--- src/rtl/instr_fetch_unit.sv ---
// Instruction fetch stage: owns the PC, issues req/ack fetches to instruction memory,
// holds each fetched word for decode and applies branch redirects, squashing wrong-path data.
module instr_fetch_unit #(
    parameter logic [31:0]  RESET_PC = 32'h0000_0000,
    parameter int unsigned  CNT_W    = 16
) (
    input  logic              clk,
    input  logic              reset,
    output logic              imem_req,
    output logic [31:0]       imem_addr,
    input  logic              imem_ack,
    input  logic [31:0]       imem_rdata,
    output logic [31:0]       instr,
    output logic [5:0]        opcode,
    output logic              instr_valid,
    input  logic              instr_ready,
    input  logic              branch_taken,
    input  logic [31:0]       branch_target,
    output logic [31:0]       pc_out,
    output logic [31:0]       pc_plus4,
    output logic [CNT_W-1:0]  retired_count
);

    localparam int unsigned XLEN = 32;
    localparam int unsigned OP_W = 6;
    localparam logic [OP_W-1:0] OP_NONE = 6'h3F;
    localparam logic [XLEN-1:0] WORD    = 32'd4;

    typedef enum logic [1:0] {
        S_IDLE,
        S_FETCH,
        S_HOLD
    } state_t;

    state_t          state;
    logic            redirect_pend;
    logic [XLEN-1:0] pend_target;
    logic [XLEN-1:0] branch_pc;
    logic [XLEN-1:0] squash_pc;
    logic [XLEN-1:0] hold_next_pc;
    logic            consume;

    // Redirect targets are always word aligned.
    assign branch_pc    = branch_target & ~32'h0000_0003;
    assign squash_pc    = branch_taken ? branch_pc : pend_target;
    assign hold_next_pc = branch_taken ? branch_pc : pc_plus4;
    assign consume      = instr_valid & instr_ready;
    assign imem_addr    = pc_out;

    always_ff @(posedge clk) begin
        if (reset) begin
            state         <= S_IDLE;
            pc_out        <= RESET_PC;
            pc_plus4      <= RESET_PC + WORD;
            imem_req      <= 1'b0;
            instr         <= '0;
            opcode        <= OP_NONE;
            instr_valid   <= 1'b0;
            retired_count <= '0;
            redirect_pend <= 1'b0;
            pend_target   <= '0;
        end else begin
            if (consume) begin
                retired_count <= retired_count + CNT_W'(1);
            end

            case (state)
                S_IDLE: begin
                    state    <= S_FETCH;
                    imem_req <= 1'b1;
                end

                S_FETCH: begin
                    if (imem_ack) begin
                        if (redirect_pend || branch_taken) begin
                            // Wrong-path word: drop it and reissue at the redirect target.
                            pc_out        <= squash_pc;
                            pc_plus4      <= squash_pc + WORD;
                            redirect_pend <= 1'b0;
                        end else begin
                            instr       <= imem_rdata;
                            opcode      <= imem_rdata[XLEN-1:XLEN-OP_W];
                            instr_valid <= 1'b1;
                            imem_req    <= 1'b0;
                            state       <= S_HOLD;
                        end
                    end else if (branch_taken) begin
                        // Address must stay put until the outstanding request completes.
                        redirect_pend <= 1'b1;
                        pend_target   <= branch_pc;
                    end
                end

                S_HOLD: begin
                    if (branch_taken || instr_ready) begin
                        pc_out      <= hold_next_pc;
                        pc_plus4    <= hold_next_pc + WORD;
                        instr_valid <= 1'b0;
                        opcode      <= OP_NONE;
                        imem_req    <= 1'b1;
                        state       <= S_FETCH;
                    end
                end

                default: begin
                    state    <= S_IDLE;
                    imem_req <= 1'b0;
                end
            endcase
        end
    end

endmodule

--- config.mk ---
export PLATFORM = sky130hd
export DESIGN_NAME = instr_fetch_unit
export DESIGN_NICKNAME = d
export VERILOG_FILES = /design/src/rtl/instr_fetch_unit.sv
export SDC_FILE = /design/constraint.sdc
export NUM_CORES = 1
export LEC_CHECK = 0
export BUFFER_PORTS_ARGS = -buffer_cell sky130_fd_sc_hd__buf_4
export CAP_MARGIN = 40
export CORE_MARGIN = 2
export CORE_UTILIZATION = 56
export CTS_CLUSTER_SIZE = 24
export DETAILED_ROUTE_END_ITERATION = 8
export PLACE_DENSITY_LB_ADDON = 0.05
export SLEW_MARGIN = 20
export SYNTH_ARGS = -nofsm -noshare
export SYNTH_HDL_FRONTEND = slang
export SYNTH_SLANG_ARGS = --single-unit
--- constraint.sdc ---
create_clock -name clk -period 4.9 [get_ports clk]
set_input_delay 0.245 -clock clk [delete_from_list [all_inputs] [get_ports clk]]
set_output_delay 0.245 -clock clk [all_outputs]
set_load 0.005 [all_outputs]
==> flow_summary.json <==
{
  "synth-xor-area-share_pct": 3.05,
  "cpLargestDelayFamily": "simple AND/OR/NAND/NOR gates",
  "dieHeight_um": 117,
  "cts_hold_buf": 0,
  "fin_crit_sh_pct": 68.6,
  "syn_avg_cell_area_um2": 8.10,
  "syn-num-nets": 957,
  "slowest_stage": "or4_1",
  "track_usage_pct": 27.7,
  "end_kind": "register",
  "holdWs_ns": 0.0464,
  "clock_sinks": 152,
  "die-area_um2": 13700,
  "synthFlopType": "dfxtp_1",
  "synth_cells": 886,
  "ant_nets": 0,
  "setup_slack_ns": 1.54,
  "yosysWarnings": 0,
  "cp_max_fo": 17,
  "grt_pass1_vias": 5837,
  "worstSetupPathType": "register to register",
  "critPathLaunchType": "register",
  "max_clock_freq_ghz": 0.297,
  "p_leak_uw": 0.00369,
  "ios": 221,
  "start_util_pct": 57.1,
  "fillers": 1045,
  "min_period_ns": 3.36,
  "gp_congestion": 0.820,
  "antenna_found_initial": 0,
  "cpMostUsedCell": "a311oi_1",
  "finalSetupViolCount": 0,
  "synth_edf_count": 0,
  "synth.ff_latch_count": 152,
  "cts_buffers": 17,
  "syn_area_um2": 7180,
  "grt_max_degree": 80,
  "drt-initial-drc-count": 671,
  "via_per_inst": 5.67,
  "ir_drop_uv": 204,
  "fin_setup_tns_ns": 0,
  "drc": 0,
  "n_antenna_cell": 0,
  "dp.cells": 1187,
  "outcome": "finished, final reports clean",
  "port_buffers": 218,
  "layout-drive-gt1-share_pct": 27.1,
  "pre_cts_slack_ns": 1.41,
  "synth_top_family_by_area": "simple AND/OR/NAND/NOR gates",
  "fin_util_pct": 74.0,
  "cts.clk_slew.worst_paths_ns": 0.06,
  "drv_slew": 0,
  "row_count": 41,
  "synth-simple-area-share_pct": 28.2,
  "hold_viol_final": 0,
  "arrival_ns": 3.69,
  "rsz0062_at_grt": "no",
  "core_um2": 12600,
  "hold_class": "input port to register",
  "wl_per_cell_um": 16.2,
  "drt_pass1_iterations": 5,
  "grt_pass1_wl_um": 29900,
  "worst_pin_slew_ns": 0.807,
  "cts_root_buf": "clkbuf_16",
  "powerDensity_nw_per_um2": 329,
  "synthMuxAreaShare_pct": 0.697,
  "synth_fa_ha_area_share_pct": 0.349,
  "mostFrequentLayoutCell": "buf_4",
  "cts_tree": "done",
  "clock_latency_ns": 0.43,
  "fin_nets": 1108,
  "layout_common_cells": "230 x buf_4, 179 x nand2_1, 152 x dfxtp_1",
  "post_cts_buffers": 0,
  "async_flop_share_pct": 0,
  "stdcell_count": 1221,
  "die_x_um": 117,
  "yosysSeqAreaShare_pct": 42.4,
  "critPathBufInv": 2,
  "wl_um": 19800,
  "cp_data_required_time_ns": 5.23,
  "vias": 6926,
  "cap_violations": 0,
  "cts_buffer_depth": 2,
  "synthToLayoutAreaGrowth_pct": 29.5,
  "path_cells": "nand2b_2 -> buf_16 -> a311oi_1 -> clkbuf_2 -> nor4b_4 -> nand4b_1 -> or4_1 -> a311oi_1",
  "h-tree-depth": 4,
  "fin_worst_skew_ns": 0.0102,
  "synth_compound_area_share_pct": 17.5,
  "relSlewSlack_pct": 45.8,
  "place_hpwl_um": 12900,
  "cpPeakStageDelay_ns": 0.65,
  "grt_remaining_overflow": 0,
  "post_cts_resized": 0,
  "synth.distinct_cells": 63
}
==> flip-flops by register name (all words and copies together) (netlist names) <==
register	flops
retired_count	16
state	2
imem_addr	32
pc_plus4	30
instr	32
pend_target	32
opcode	6
redirect_pend	1
instr_valid	1
==> logic make-up after synthesis <==
logic type,Yosys count
buf+inv,107
mux,5
simple gates,403
xor+xnor,25
flops,152
fa+ha+maj,2
compound gates,192
==> layout make-up <==
cell class / instances / area (µm²) / area share, %
multi-input cells: 627 / 3600 / 38.7
clock inverters: 8 / 143 / 1.53
flip-flops and latches: 152 / 3040 / 32.7
well taps: 172 / 215 / 2.31
inverters: 4 / 15.0 / 0.161
clock buffers: 23 / 488 / 5.25
repair buffers: 235 / 1800 / 19.3
==> worst reg2reg max path, stage by stage (launching register included) <==
cell      delay [ns]
dfxtp_1         0.32
nand2b_2        0.44
buf_16          0.22
a311oi_1        0.13
clkbuf_2        0.20
nor4b_4         0.52
nand4b_1        0.51
or4_1           0.65
a311oi_1        0.28
==> per-layer routing <==
layer  global-route usage, %  share of wire, %  up-vias
met3                    5.97               8.2       17
met4                    8.55               1.3        0
li1                        -                 -     3369
met5                       0                 0        -
met1                    38.9                44     3258
met2                    42.8                47      282
==> worst paths after layout <==
| check | from | slack, ns | to | depth (start not counted) |
|---|---|---|---|---|
| worst max-delay path | state[0]$_SDFFE_PP0P_ | 1.54 | pc_plus4[31]$_SDFFE_PP0P_ | 8 |
| worst min-delay path | imem_ack | 0.05 | redirect_pend$_SDFFE_PP0P_ | 2 |
| worst max register to register | state[0]$_SDFFE_PP0P_ | 1.54 | pc_plus4[31]$_SDFFE_PP0P_ | 8 |
| worst min register to register | instr[26]$_SDFFE_PP0P_ | 0.45 | instr[26]$_SDFFE_PP0P_ | 2 |
==> synth_stat cells (4+ instances only) <==
cell type  instances  area [µm²]
nor4bb_1          14         140
a31o_2             6        52.6
nor3_1            11        55.1
nor2_1            90         338
a311o_1            9        90.1
buf_4             37         278
a311oi_1          30         263
a21oi_1           97         485
and2_1            21         131
mux2i_1            5        50.1
nand2_1          179         672
or4_1              7        52.6
a211oi_1          12        90.1
xor2_1            12         105
o21ai_0           11        55.1
and4bb_1           4        50.1
nand3_1           16        80.1
nand2b_1           5        31.3
nor3b_1            4        30.0
buf_1              6        22.5
dfxtp_1          152        3040
nand4bb_1          4        45.0
nand4_1           10        62.6
o21bai_1           6        45.0
o31ai_1            6        45.0
nand4b_1           4        35.0
buf_2             12        60.1
inv_1              4        15.0
xnor2_1           13         114
clkbuf_1          46         173
==> per-stage QoR <==
stage                     area, µm²  total power (µW)
after floorplan                7180              1530
after global placement         8600              1680
after detailed placement       8630              1690
after CTS                      9260              3070
after global routing           9300              3170
final                          9300              3060
==> power by group <==
group	total, µW	internal, µW	switching, µW
logic	352	164	188
clock network	1390	901	493
registers	1310	1280	32.7
total	3060	2350	713
Note: power is estimated with default switching activity, not from simulation.
